===== src/rtl/mdio_peripheral_if.sv =====
// MDIO responder bus: the serial management line toward the controller and
// the register-file port toward PHY-side logic.
interface mdio_peripheral_if;
  logic        MDC;
  logic        MDIO_DI;
  logic        MDIO_DI_EN;
  logic        MDIO_DO;
  logic        MDIO_DO_EN;
  logic [4:0]  REG_ADDR;
  logic [15:0] REG_WDATA;
  logic        REG_WR;
  logic        REG_RD;
  logic [15:0] REG_RDATA;
  logic        FRAME_ERR;

  // Register port handshake: REG_WR, REG_RD and FRAME_ERR are one-CLK strobes with
  // no back-pressure; REG_ADDR/REG_WDATA are valid while the strobe is high, and the
  // register file must present REG_RDATA in the CLK right after REG_RD.
  modport slave (
    input  MDC, MDIO_DI, MDIO_DI_EN, REG_RDATA,
    output MDIO_DO, MDIO_DO_EN, REG_ADDR, REG_WDATA, REG_WR, REG_RD, FRAME_ERR
  );

  modport master (
    output MDC, MDIO_DI, MDIO_DI_EN, REG_RDATA,
    input  MDIO_DO, MDIO_DO_EN, REG_ADDR, REG_WDATA, REG_WR, REG_RD, FRAME_ERR
  );
endinterface


===== src/rtl/mdio_peripheral.sv =====
// Clause-22 MDIO responder: decodes frames sampled on MDC edges in the CLK domain,
// forwards writes to a register port and shifts read data back to the controller.
module mdio_peripheral #(
  parameter logic [4:0] PHY_ADDR = 5'd1
) (
  input  logic             CLK,
  input  logic             RESET,
  mdio_peripheral_if.slave bus,
  output logic [3:0]       DBG_STATE
);

  typedef enum logic [3:0] {
    IDLE  = 4'd0,
    ST    = 4'd1,
    OP    = 4'd2,
    PHYAD = 4'd3,
    REGAD = 4'd4,
    TA_WR = 4'd5,
    WDATA = 4'd6,
    TA_RD = 4'd7,
    RDATA = 4'd8,
    SKIP  = 4'd9
  } state_e;

  state_e      state, state_n;
  logic [4:0]  cnt, cnt_n;
  logic        mdc_q;
  logic        op_hi, op_hi_n;
  logic        is_rd, is_rd_n;
  logic [8:0]  hdr, hdr_n;
  logic        rd_q;
  logic [16:0] rd_sr, rd_sr_n;
  logic [4:0]  addr_n;
  logic [15:0] wdata_n;
  logic        do_n, do_en_n, wr_n, rd_n, err_n;
  logic        rise, fall;

  assign rise      = bus.MDC & ~mdc_q;
  assign fall      = ~bus.MDC & mdc_q;
  assign DBG_STATE = state;

  always_comb begin
    state_n = state;
    cnt_n   = cnt;
    op_hi_n = op_hi;
    is_rd_n = is_rd;
    hdr_n   = hdr;
    addr_n  = bus.REG_ADDR;
    wdata_n = bus.REG_WDATA;
    do_n    = bus.MDIO_DO;
    do_en_n = bus.MDIO_DO_EN;
    wr_n    = 1'b0;
    rd_n    = 1'b0;
    err_n   = 1'b0;
    // Read data arrives one CLK after REG_RD; the trailing 1 marks the end of the word.
    rd_sr_n = rd_q ? {bus.REG_RDATA, 1'b1} : rd_sr;

    if (rise && !bus.MDIO_DI_EN && (state inside {OP, PHYAD, REGAD, TA_WR, WDATA})) begin
      err_n   = 1'b1;
      state_n = IDLE;
      cnt_n   = '0;
    end else begin
      case (state)
        IDLE: if (rise && bus.MDIO_DI_EN && !bus.MDIO_DI) state_n = ST;
        ST: if (rise) begin
          if (!bus.MDIO_DI_EN) state_n = IDLE;
          else if (bus.MDIO_DI) begin
            state_n = OP;
            cnt_n   = '0;
          end
        end
        OP: if (rise) begin
          if (cnt == 5'd0) begin
            op_hi_n = bus.MDIO_DI;
            cnt_n   = 5'd1;
          end else begin
            cnt_n = '0;
            if (op_hi != bus.MDIO_DI) begin
              is_rd_n = op_hi;
              state_n = PHYAD;
            end else begin
              err_n   = 1'b1;
              state_n = IDLE;
            end
          end
        end
        PHYAD: if (rise) begin
          hdr_n = {hdr[7:0], bus.MDIO_DI};
          if (cnt == 5'd4) begin
            cnt_n   = '0;
            state_n = REGAD;
          end else cnt_n = cnt + 5'd1;
        end
        REGAD: if (rise) begin
          if (cnt == 5'd4) begin
            addr_n = {hdr[3:0], bus.MDIO_DI};
            cnt_n  = '0;
            if (hdr[8:4] != PHY_ADDR) state_n = SKIP;
            else if (is_rd) begin
              rd_n    = 1'b1;
              state_n = TA_RD;
            end else state_n = TA_WR;
          end else begin
            hdr_n = {hdr[7:0], bus.MDIO_DI};
            cnt_n = cnt + 5'd1;
          end
        end
        TA_WR: if (rise) begin
          if (bus.MDIO_DI != (cnt == 5'd0)) begin
            err_n   = 1'b1;
            state_n = IDLE;
            cnt_n   = '0;
          end else if (cnt == 5'd0) cnt_n = 5'd1;
          else begin
            cnt_n   = '0;
            state_n = WDATA;
          end
        end
        WDATA: if (rise) begin
          wdata_n = {bus.REG_WDATA[14:0], bus.MDIO_DI};
          if (cnt == 5'd15) begin
            wr_n    = 1'b1;
            cnt_n   = '0;
            state_n = IDLE;
          end else cnt_n = cnt + 5'd1;
        end
        TA_RD: begin
          // The fall before the first TA rise belongs to REGAD; drive only after it.
          if (rise && cnt == 5'd1) begin
            cnt_n   = '0;
            state_n = RDATA;
          end else if (rise) cnt_n = 5'd1;
          else if (fall && cnt == 5'd1) begin
            do_en_n = 1'b1;
            do_n    = 1'b0;
          end
        end
        RDATA: begin
          if (fall) begin
            do_n    = rd_sr[16];
            rd_sr_n = {rd_sr[15:0], 1'b0};
          end else if (rise && rd_sr == 17'h10000) begin
            do_en_n = 1'b0;
            do_n    = 1'b0;
            state_n = IDLE;
          end
        end
        SKIP: if (rise) begin
          if (cnt == 5'd17) begin
            cnt_n   = '0;
            state_n = IDLE;
          end else cnt_n = cnt + 5'd1;
        end
        default: begin
          state_n = IDLE;
          cnt_n   = '0;
        end
      endcase
    end
  end

  always_ff @(posedge CLK) begin
    if (RESET) begin
      state          <= IDLE;
      cnt            <= '0;
      mdc_q          <= 1'b0;
      op_hi          <= 1'b0;
      is_rd          <= 1'b0;
      hdr            <= '0;
      rd_q           <= 1'b0;
      rd_sr          <= '0;
      bus.MDIO_DO    <= 1'b0;
      bus.MDIO_DO_EN <= 1'b0;
      bus.REG_ADDR   <= '0;
      bus.REG_WDATA  <= '0;
      bus.REG_WR     <= 1'b0;
      bus.REG_RD     <= 1'b0;
      bus.FRAME_ERR  <= 1'b0;
    end else begin
      state          <= state_n;
      cnt            <= cnt_n;
      mdc_q          <= bus.MDC;
      op_hi          <= op_hi_n;
      is_rd          <= is_rd_n;
      hdr            <= hdr_n;
      rd_q           <= bus.REG_RD;
      rd_sr          <= rd_sr_n;
      bus.MDIO_DO    <= do_n;
      bus.MDIO_DO_EN <= do_en_n;
      bus.REG_ADDR   <= addr_n;
      bus.REG_WDATA  <= wdata_n;
      bus.REG_WR     <= wr_n;
      bus.REG_RD     <= rd_n;
      bus.FRAME_ERR  <= err_n;
    end
  end

endmodule

===== src/flat_wrapper.sv =====
// flat-port wrapper written by rule: the top's interface ports become plain ports
module mdio_peripheral_flat 
#(
  parameter logic [4:0] PHY_ADDR = 5'd1
)
  (CLK, RESET, DBG_STATE, bus_MDC, bus_MDIO_DI, bus_MDIO_DI_EN, bus_REG_RDATA, bus_MDIO_DO, bus_MDIO_DO_EN, bus_REG_ADDR, bus_REG_WDATA, bus_REG_WR, bus_REG_RD, bus_FRAME_ERR);
  mdio_peripheral_if bus_i ();
  input  logic CLK;
  input  logic RESET;
  output logic [3:0] DBG_STATE;
  input wire logic [$bits(bus_i.MDC)-1:0] bus_MDC;
  input wire logic [$bits(bus_i.MDIO_DI)-1:0] bus_MDIO_DI;
  input wire logic [$bits(bus_i.MDIO_DI_EN)-1:0] bus_MDIO_DI_EN;
  input wire logic [$bits(bus_i.REG_RDATA)-1:0] bus_REG_RDATA;
  output wire logic [$bits(bus_i.MDIO_DO)-1:0] bus_MDIO_DO;
  output wire logic [$bits(bus_i.MDIO_DO_EN)-1:0] bus_MDIO_DO_EN;
  output wire logic [$bits(bus_i.REG_ADDR)-1:0] bus_REG_ADDR;
  output wire logic [$bits(bus_i.REG_WDATA)-1:0] bus_REG_WDATA;
  output wire logic [$bits(bus_i.REG_WR)-1:0] bus_REG_WR;
  output wire logic [$bits(bus_i.REG_RD)-1:0] bus_REG_RD;
  output wire logic [$bits(bus_i.FRAME_ERR)-1:0] bus_FRAME_ERR;
  assign bus_i.MDC = bus_MDC;
  assign bus_i.MDIO_DI = bus_MDIO_DI;
  assign bus_i.MDIO_DI_EN = bus_MDIO_DI_EN;
  assign bus_i.REG_RDATA = bus_REG_RDATA;
  assign bus_MDIO_DO = bus_i.MDIO_DO;
  assign bus_MDIO_DO_EN = bus_i.MDIO_DO_EN;
  assign bus_REG_ADDR = bus_i.REG_ADDR;
  assign bus_REG_WDATA = bus_i.REG_WDATA;
  assign bus_REG_WR = bus_i.REG_WR;
  assign bus_REG_RD = bus_i.REG_RD;
  assign bus_FRAME_ERR = bus_i.FRAME_ERR;
  mdio_peripheral #(.PHY_ADDR(PHY_ADDR)) u_core (.CLK(CLK), .RESET(RESET), .bus(bus_i), .DBG_STATE(DBG_STATE));
endmodule

===== config.mk =====
export PLATFORM = sky130hd
export DESIGN_NAME = mdio_peripheral_flat
export DESIGN_NICKNAME = d
export VERILOG_FILES = /design/src/rtl/mdio_peripheral_if.sv /design/src/rtl/mdio_peripheral.sv /design/src/flat_wrapper.sv
export SDC_FILE = /design/constraint.sdc
export NUM_CORES = 1
export LEC_CHECK = 0
export ABC_AREA = 1
export BUFFER_PORTS_ARGS = -buffer_cell sky130_fd_sc_hd__clkbuf_2
export CAP_MARGIN = 20
export CELL_PAD_IN_SITES_DETAIL_PLACEMENT = 0
export CELL_PAD_IN_SITES_GLOBAL_PLACEMENT = 2
export CORE_ASPECT_RATIO = 0.6
export CORE_MARGIN = 8
export CORE_UTILIZATION = 31
export CTS_CLUSTER_DIAMETER = 60
export CTS_CLUSTER_SIZE = 28
export DETAILED_ROUTE_END_ITERATION = 8
export PLACE_DENSITY = 0.84
export SYNTH_ARGS = -nofsm -noshare
export SYNTH_HDL_FRONTEND = slang
export SYNTH_SLANG_ARGS = --single-unit

===== constraint.sdc =====
create_clock -name CLK -period 2 [get_ports CLK]
set_input_delay 0.1 -clock CLK [delete_from_list [all_inputs] [get_ports CLK]]
set_output_delay 0.1 -clock CLK [all_outputs]
set_load 0.05 [all_outputs]

# Yosys cells after proc, flatten, opt, wreduce, memory -nomap -nowiden
# Index checks and enable logic that the tools add are counted.
[word_totals]
latchBits = 0
mem_count = 0
input_bits = 21
elab_cells = 167
ramBits = 0
regBits = 65
romBits = 0
out_inout_bits = 30
[classes]
n_div = 0
n_reduce_logical = 28
eq_ne = 44
magnitude_cmp = 0
add_sub_neg = 1
shifts = 0
mul = 0
n_mux = 68
bitwise = 11
[ops]
columns = ["operator", "count"]
rows = [
  ["$mux W4", 21],
  ["$mux W17", 4],
  ["$mux W5", 13],
  ["$pmux W4 S10", 1],
  ["$pmux W5 S8", 1],
  ["$mux W9", 3],
  ["$ne A2 B1 Y1 const B", 13],
  ["$ne A2 B2 Y1 const B", 10],
  ["$mux W1", 19],
  ["$pmux W9 S2", 1],
  ["$reduce_and A18 Y1", 1],
  ["$eq A17 B17 Y1 const B", 1],
  ["$eq A4 B3 Y1 const B", 4],
  ["$reduce_and A10 Y1", 1],
  ["$reduce_and A5 Y1", 2],
  ["$not A1 Y1", 9],
  ["$eq A4 B2 Y1 const B", 2],
  ["$eq A4 B4 Y1 const B", 2],
  ["$reduce_and A4 Y1", 2],
  ["$logic_and A1 B1 Y1", 7],
  ["$reduce_and A7 Y1", 1],
  ["$ne A3 B1 Y1 const B", 2],
  ["$ne A3 B3 Y1 const B", 2],
  ["$pmux W1 S2", 3],
  ["20 further kinds", 27],
]

# Longest topological paths before layout
# Gate-level depths: netlist of run 1.
[logic_depth]
depth_word = 7
depth_mapped = 14

# Worst setup path after synthesis of run 1
# No wires, ideal clock.
[synth_timing]
path_type = "register to register"
from = "register u_core.state[1] (netlist: u_core.DBG_STATE[1])"
to = "register u_core.hdr[6]"
path_slack_ns = 0.140
required_ns = 1.883
stages_incl_launch_ff = 11
n_path_buf = 1
arrival_time_ns = 1.743
cell_sequence = "dfxtp_1 nor2_2 nand2_4 nand2_2 inv_2 nand2_2 o21ai_4 nand2_1 buf_4 o21ai_1 a21oi_1"
[synth_via]
elab_chain_len = 5
[synth_rtl]
columns = ["element", "line_no", "source"]
rows = [
  ["from (decl)", "mdio_peripheral.sv:25", "state_e state, state_n;"],
  ["from (signal assigned)", "mdio_peripheral.sv:180", "state <= state_n;"],
  ["$eq A4 B2 Y1, or another cell as far along", "mdio_peripheral.sv:58", "if (rise && !bus.MDIO_DI_EN && (state inside {OP, PHYAD, REGAD, TA_WR, WDATA})) begin"],
  ["$reduce_bool A5 Y1", "mdio_peripheral.sv:58", ""],
  ["$logic_and A1 B1 Y1", "mdio_peripheral.sv:58", ""],
  ["$not A1 Y1 (no source line)", "--", ""],
  ["$reduce_and A5 Y1 (no source line)", "--", ""],
  ["to (signal assigned)", "mdio_peripheral.sv:185", "hdr <= hdr_n;"],
  ["to (decl)", "mdio_peripheral.sv:30", "logic [8:0] hdr, hdr_n;"],
]
# Parallel ways exist; a longest one is shown, timed or not.
# A chain may end at the register's enable or synchronous reset.

# Worst setup path in the final report of run 1
[layout_timing]
from = "register u_core.cnt[1]"
to = "register u_core.state[1] (netlist: u_core.DBG_STATE[1])"
[layout_via]
elab_chain_len = 5
[layout_rtl]
columns = ["element", "line_no", "source"]
rows = [
  ["from (decl)", "mdio_peripheral.sv:26", "logic [4:0] cnt, cnt_n;"],
  ["from (signal assigned)", "mdio_peripheral.sv:181", "cnt <= cnt_n;"],
  ["$logic_not A5 Y1", "mdio_peripheral.sv:73, mdio_peripheral.sv:109, mdio_peripheral.sv:113", ""],
  ["$ne A1 B1 Y1", "mdio_peripheral.sv:109", "if (bus.MDIO_DI != (cnt == 5'd0)) begin"],
  ["$mux W4", "mdio_peripheral.sv:109", ""],
  ["$mux W4", "mdio_peripheral.sv:108", "TA_WR: if (rise) begin"],
  ["$pmux W4 S10", "mdio_peripheral.sv:63", "case (state)"],
]
# Parallel ways exist; a longest one is shown, timed or not. The select of a mux whose other input is x is not followed.

==> flow_metrics.py, run 1 <==
metrics = {
    "grt": {
        "grt_pass1_wl_um": 15300,
        "antenna_found_initial": 0,
        "first_global_vias": 3017,
        "grt-ovfl-total": 0,
        "grt_usage_pct": 13.6,
        "grt_max_degree": 33,
    },
    "floorplanning": {
        "die_w_um": 148,
        "start_util_pct": 31.3,
        "core.rowCount": 29,
        "dieHeight_um": 95.5,
        "boundaryPins": 51,
        "core_mm2": 0.0104,
        "die_area_mm2": 0.0142,
    },
    "min_path": {
        "hp-start": "bus_MDC",
        "min_path_cells": 3,
        "hold_class": "in -> reg",
        "whs_endpoint": "u_core.mdc_q",
    },
    "setup_path": {
        "worst_path_max_delay_cell": "dfxtp_1",
        "cp_data_arrival_time_ps": 2100,
        "cp_common_cell": "nand2_1",
        "criticalPathCategory": "reg -> reg",
        "r2r_cells": 13,
        "cp_max_fo": 4,
        "worstPathRequired_ps": 2230,
        "setup.worst_path.start_class": "flip-flop",
        "r2r_end": "u_core.DBG_STATE[1]",
        "cpPeakStageDelay_ps": 380,
        "r2r-start": "u_core.cnt[1]",
        "cp-end-kind": "flip-flop",
        "crit_chain": "inv_1 -> ha_1 -> nand2_1 -> nor2_1 -> ha_1 -> nand2_1 -> nand2_1 -> inv_1 -> nand2_1 -> nor2_2 -> nand3_2 -> nor2_1 -> nor2_1",
        "reg2reg_slack_ps": 140,
    },
    "clock_tree": {
        "numCtsBuffers": 9,
        "clk_latency_ps": 340,
        "cts.sinks": 65,
        "cts.reportedPaths.clkPinSlew_ps": 60,
        "h-tree-depth": 3,
        "clock-root-buffer": "clkbuf_16",
        "clockBufferDepth": 2,
        "cts_tree": "yes",
        "postCtsSetupRepairBufs": 0,
        "ctsHoldBuffers": 0,
    },
    "place": {
        "place.gp.congestion": 0.910,
        "pre_cts_ws_ps": 56.6,
        "numPortBuffers": 50,
        "dp_hpwl_um": 6840,
    },
    "yosys": {
        "synth-warning-count": 0,
        "synth_area_per_cell_um2": 6.74,
        "synth_cells": 484,
        "synth_cell_types": 31,
        "ys.flop_type": "dfxtp_1",
        "synth_nets": 511,
        "async_reset_ff_share_pct": 0,
        "synth.ff_latch_count": 65,
        "yosysSeqAreaShare_pct": 39.9,
        "syn-cell-area_mm2": 0.00326,
        "synth-edff-count": 0,
    },
    "power_and_ir_drop": {
        "power_frac_comb_pct": 32.3,
        "clkPwrFrac_pct": 34.6,
        "p_int_mw": 2.64,
        "ir_worst_vdd_v": 0.000612,
        "netSwitchingPower_mw": 1.75,
        "p_total_mw": 4.39,
        "pwr-share-seq_pct": 33.1,
        "swShare_pct": 39.9,
        "p_leak_nw": 1.68,
        "powerDensity_mw_per_mm2": 1100,
    },
    "route": {
        "routed-via-count": 3183,
        "routed_wl_um": 9130,
        "final_antenna_net_count": 0,
        "wl_per_cell_um": 13.3,
        "drt_pre_antenna_iters": 4,
        "drc": 0,
        "drt_iter0_markers": 246,
        "via_per_inst": 4.65,
    },
    "timing": {
        "grt_setup_unrepaired": "true",
        "min_period_ps": 1860,
        "hold_viol_final": 0,
        "tightestPinTransition_ps": 388,
        "maxSlewHeadroom_pct": 74.0,
        "slew_violations": 0,
        "worst_slack_ps": 137,
        "skew_ps": 6.85,
        "max_freq_mhz": 537,
        "finalCritPeriodShare_pct": 93.1,
        "final-setup-viol-count": 0,
    },
    "cells_and_area": {
        "n_antenna_cell": 0,
        "layout-drive-gt1-share_pct": 20.3,
        "area_growth_pct": 22.7,
        "nets": 568,
    },
    "run": {
        "cap_violations": 0,
    },
    "outcome": {
        "status": "complete, no violations",
    },
}
critical path, delay by kind of cell (launching register included):
kind,cells,cell delay (ps)
fa+ha+maj,2,360
buf+inv,2,130
flops,1,380
simple gates,9,900
cells in the mapped netlist (4+ instances only):
cell | instances | area [µm²]
nor2_1 | 52 | 195
a311oi_1 | 4 | 35.0
nor3_1 | 5 | 25.0
o21ai_0 | 43 | 215
nand2_1 | 111 | 417
nand2_2 | 4 | 25.0
nor2_2 | 6 | 37.5
a31oi_1 | 5 | 31.3
a21oi_1 | 52 | 260
nand4_1 | 5 | 31.3
ha_1 | 6 | 75.1
inv_1 | 55 | 206
dfxtp_1 | 65 | 1300
inv_2 | 11 | 41.3
nand3_1 | 26 | 130
clkbuf_1 | 11 | 41.3
routing by layer:
metal,global-route usage [%],routed length (µm),up-vias
li1,-,-,1681
met2,18.9,3520,80
met1,19.4,4900,1413
met4,4.39,96,0
met5,0,0,-
met3,3.93,611,9
final cells by class:
type	count	area [µm²]
Inverter	67	251
Clock inverter	7	61.3
Tap cell	139	174
Sequential cell	65	1300
Multi-Input combinational cell	336	1650
Fill cell	1136	6410
Timing Repair Buffer	62	340
Clock buffer	9	225
layout by cell type, fill, tap and decap left out, drive strengths merged:
| master | Yosys | routed |
|---|---|---|
| nor3b | 1 | 1 |
| a21oi | 52 | 52 |
| a311oi | 4 | 4 |
| clkinv | 1 | 2 |
| nor4 | 2 | 2 |
| clkinvlp | 0 | 2 |
| a31oi | 5 | 5 |
| o211ai | 1 | 1 |
| buf | 5 | 12 |
| nor3 | 6 | 6 |
| xor2 | 1 | 1 |
| xnor2 | 1 | 1 |
| o21ai | 46 | 46 |
| inv | 66 | 70 |
| nand2 | 116 | 116 |
| nand3 | 26 | 26 |
| ha | 6 | 6 |
| nand3b | 3 | 3 |
| nand4 | 5 | 5 |
| nor2 | 61 | 61 |
| clkbuf | 11 | 59 |
| dfxtp | 65 | 65 |
repair_timing:
item | 4_1_cts | 5_1_grt
hold endpoints to repair | 0 | 0
endpoints found under the setup margin | 0 | 12
gates resized for setup | 0 | 6
power groups by stage:
| stage | clock network (mW) | logic (mW) | registers (mW) |
|---|---|---|---|
| after floorplan | 0 | 0.889 | 1.59 |
| after global placement | 0 | 1.37 | 1.47 |
| after detailed placement | 0 | 1.36 | 1.48 |
| after CTS | 1.57 | 1.37 | 1.45 |
| after global routing | 1.62 | 1.60 | 1.46 |
| final | 1.52 | 1.42 | 1.45 |
per-stage QoR:
step / instances / TNS (ps) / area [µm²] / hold slack (ps) / utilization (%)
2_1_floorplan: 484 / 0 / 3260 / 178 / -
3_3_place_gp: 669 / 0 / 3700 / 355 / 35.5
3_5_place_dp: 669 / 0 / 3700 / 364 / 35.5
4_1_cts: 685 / 0 / 3990 / 7.62 / 38.3
5_1_grt: 685 / -45.2 / 4000 / 17.2 / 38.4
6_report: 685 / 0 / 4000 / 18.0 / 38.4
kinds of logic after synthesis:
group | Yosys count | share of synthesized area, %
and+or+nand+nor | 220 | 29.6
xor gates and xnor gates | 2 | 0.537
DFF | 65 | 39.9
buffers and inverters | 83 | 10.1
AOI/OAI and AO/OA | 108 | 17.6
adders and majority gates | 6 | 2.30
how the worst max path moves through the flow:
stage                              from                   to  slack [ps]  cells past startpoint
floorplan           u_core.DBG_STATE[1]        u_core.hdr[6]         140                     10
global placement    u_core.DBG_STATE[2]        u_core.hdr[5]          80                      9
detailed placement        u_core.cnt[0]  u_core.DBG_STATE[1]          60                     13
CTS                       u_core.cnt[0]  u_core.DBG_STATE[1]          40                     13
global route              u_core.cnt[1]  u_core.DBG_STATE[1]         -30                     13
finish                    u_core.cnt[1]  u_core.DBG_STATE[1]         140                     13
state kept, by name, summed over array words and instances (netlist names), 4 cells and up:
signal / count
u_core.hdr: 9
u_core.bus.REG_WDATA: 16
u_core.bus.REG_ADDR: 5
u_core.rd_sr: 17
u_core.DBG_STATE: 4
u_core.cnt: 5
(Power assumes the default switching activity.)
==> run 2: changes to the inputs <==
--- a/config.mk
+++ b/config.mk
@@ -6,6 +6,7 @@
 export NUM_CORES = 1
 export LEC_CHECK = 0
 export ABC_AREA = 1
+export ABC_CLOCK_PERIOD_IN_PS = 2000
 export BUFFER_PORTS_ARGS = -buffer_cell sky130_fd_sc_hd__clkbuf_2
 export CAP_MARGIN = 20
 export CELL_PAD_IN_SITES_DETAIL_PLACEMENT = 0
@@ -17,6 +18,7 @@
 export CTS_CLUSTER_SIZE = 28
 export DETAILED_ROUTE_END_ITERATION = 8
 export PLACE_DENSITY = 0.84
+export RECOVER_POWER = 25
 export SYNTH_ARGS = -nofsm -noshare
 export SYNTH_HDL_FRONTEND = slang
 export SYNTH_SLANG_ARGS = --single-unit
==> run 2 against run 1 <==
- critical path depth unchanged
- utilization down 0.25 points
- register-to-register slack about the same
- critical path type unchanged
- largest cell class unchanged
- highest routed layer unchanged
==> flow_metrics.py, run 2 (synthesis gave the netlist of run 1 again) <==
metrics = {
    "floorplanning": {
        "die_area_mm2": 0.0142,
        "die_w_um": 148,
        "core_mm2": 0.0104,
        "boundaryPins": 51,
        "start_util_pct": 31.3,
        "core.rowCount": 29,
        "dieHeight_um": 95.5,
    },
    "power_and_ir_drop": {
        "p_int_mw": 2.64,
        "clkPwrFrac_pct": 34.6,
        "p_leak_nw": 1.61,
        "p_total_mw": 4.39,
        "ir_worst_vdd_v": 0.000612,
        "netSwitchingPower_mw": 1.75,
        "powerDensity_mw_per_mm2": 1100,
        "pwr-share-seq_pct": 33.0,
        "power_frac_comb_pct": 32.3,
        "swShare_pct": 39.9,
    },
    "setup_path": {
        "r2r_cells": 13,
        "worst_path_max_delay_cell": "dfxtp_1",
        "crit_chain": "inv_1 -> ha_1 -> nand2_1 -> nor2_1 -> ha_1 -> nand2_1 -> nand2_1 -> inv_1 -> nand2_1 -> nor2_2 -> nand3_2 -> nor2_1 -> nor2_1",
        "worstPathRequired_ps": 2230,
        "setup.worst_path.start_class": "flip-flop",
        "cpPeakStageDelay_ps": 380,
        "cp_common_cell": "nand2_1",
        "r2r_end": "u_core.DBG_STATE[1]",
        "criticalPathCategory": "reg -> reg",
        "critPathTopFamily": "simple AND/OR/NAND/NOR gates",
        "cp-end-kind": "flip-flop",
        "reg2reg_slack_ps": 130,
        "cp_data_arrival_time_ps": 2110,
        "crit_buf_inv": 2,
        "r2r-start": "u_core.cnt[1]",
        "cp_max_fo": 4,
    },
    "clock_tree": {
        "ctsHoldBuffers": 0,
        "cts_tree": "yes",
        "postCtsSetupRepairBufs": 0,
        "cts.sinks": 65,
        "numCtsBuffers": 9,
        "clockBufferDepth": 2,
        "cts.reportedPaths.clkPinSlew_ps": 60,
        "h-tree-depth": 3,
        "clock-root-buffer": "clkbuf_16",
        "cts_resized": 0,
        "clk_latency_ps": 340,
    },
    "place": {
        "place.gp.congestion": 0.910,
        "dp_hpwl_um": 6840,
        "numPortBuffers": 50,
    },
    "route": {
        "routed-via-count": 3185,
        "drt_pre_antenna_iters": 5,
        "drt_iter0_markers": 242,
        "via_per_inst": 4.65,
        "final_antenna_net_count": 0,
        "wl_per_cell_um": 13.3,
        "routed_wl_um": 9110,
        "drc": 0,
    },
    "timing": {
        "max_freq_mhz": 533,
        "tightestPinTransition_ps": 613,
        "maxSlewHeadroom_pct": 59.3,
        "grt_setup_unrepaired": "true",
        "hold_viol_final": 0,
        "finalCritPeriodShare_pct": 93.7,
        "slew_violations": 0,
        "skew_ps": 7.20,
        "final-setup-viol-count": 0,
        "min_period_ps": 1870,
    },
    "grt": {
        "grt_max_degree": 33,
        "first_global_vias": 3017,
        "grt-ovfl-total": 0,
        "grt-busiest-layer": "met1",
        "grt_util_met2_pct": 18.9,
        "antenna_found_initial": 0,
        "met1_usage_pct": 19.4,
        "grt_pass1_wl_um": 15300,
        "grt_usage_pct": 13.6,
        "grt_util_met3_pct": 3.93,
    },
    "cells_and_area": {
        "n_antenna_cell": 0,
        "largest_register_ffs": 17,
        "top_register": "u_core.rd_sr",
        "fin_util_pct": 38.2,
        "final_common_cell": "nand2_1",
        "fillers": 1142,
        "reg_top3": "u_core.rd_sr: 17 flops, u_core.bus.REG_WDATA: 16 flops, u_core.hdr: 9 flops",
        "final_cell_mix": "nand2_1 (110), dfxtp_1 (64), inv_1 (55), a21oi_1 (52), nor2_1 (50)",
        "layout-drive-gt1-share_pct": 16.5,
        "area_growth_pct": 21.9,
        "nets": 568,
    },
    "min_path": {
        "whs_endpoint": "u_core.rd_sr[11]",
        "hp-start": "bus_REG_RDATA[10]",
        "min_path_cells": 3,
        "hold_class": "in -> reg",
    },
    "run": {
        "cap_violations": 0,
    },
    "outcome": {
        "status": "complete, no violations",
    },
}
[run 2: cell counts in the layout (fill, tap and decap cells not counted)]
No cell type changed its count.
[run 2: worst max-delay path by stage]
stage                         from                   to  slack [ps]  cells past startpoint
2_1_floorplan  u_core.DBG_STATE[1]        u_core.hdr[6]         140                     10
3_3_place_gp   u_core.DBG_STATE[2]        u_core.hdr[5]          80                      9
3_5_place_dp         u_core.cnt[0]  u_core.DBG_STATE[1]          60                     13
4_1_cts              u_core.cnt[0]  u_core.DBG_STATE[1]          40                     13
5_1_grt              u_core.cnt[1]  u_core.DBG_STATE[1]         -30                     13
6_report             u_core.cnt[1]  u_core.DBG_STATE[1]         130                     13
[run 2: power groups by stage]
stage	sequential [mW]	combinational, mW	clock (mW)
floorplan	1.59	0.889	0
global placement	1.47	1.37	0
detailed placement	1.48	1.36	0
CTS	1.45	1.37	1.57
global route	1.46	1.60	1.62
finish	1.45	1.42	1.52
[run 2: layer usage]
metal  vias to the layer above  wire, µm
met5                         -         0
met4                         0        79
met3                         9       552
met2                        64      3530
met1                      1428      4940
li1                       1684         -
[run 2: metrics by stage]
stage / setup TNS [ps] / setup WS, ps / instances / hold WS, ps / area [µm²]
after CTS: 0 / 42.5 / 685 / 7.62 / 3990
final: 0 / 125 / 685 / 17.1 / 3980
after global placement: 0 / 78.9 / 669 / 355 / 3700
after floorplan: 0 / 140 / 484 / 178 / 3260
after global routing: -45.2 / -27.3 / 685 / 17.2 / 3980
after detailed placement: 0 / 56.6 / 669 / 364 / 3700
[run 2: area by class of cell]
type                    instances  area (µm²)  share of cell area (%)
repair buffers                 62         314                    7.90
inverters                      67         251                    6.32
well taps                     139         174                    4.37
flip-flops and latches         65        1300                    32.8
multi-input cells             336        1650                    41.4
clock inverters                 7        61.3                    1.54
clock buffers                   9         225                    5.66
[run 2: worst reg2reg max path, delay by kind of cell (launching register included)]
family / cells / cell delay (ps)
fa+ha+maj: 2 / 360
buf+inv: 2 / 130
flops: 1 / 380
simple gates: 9 / 900
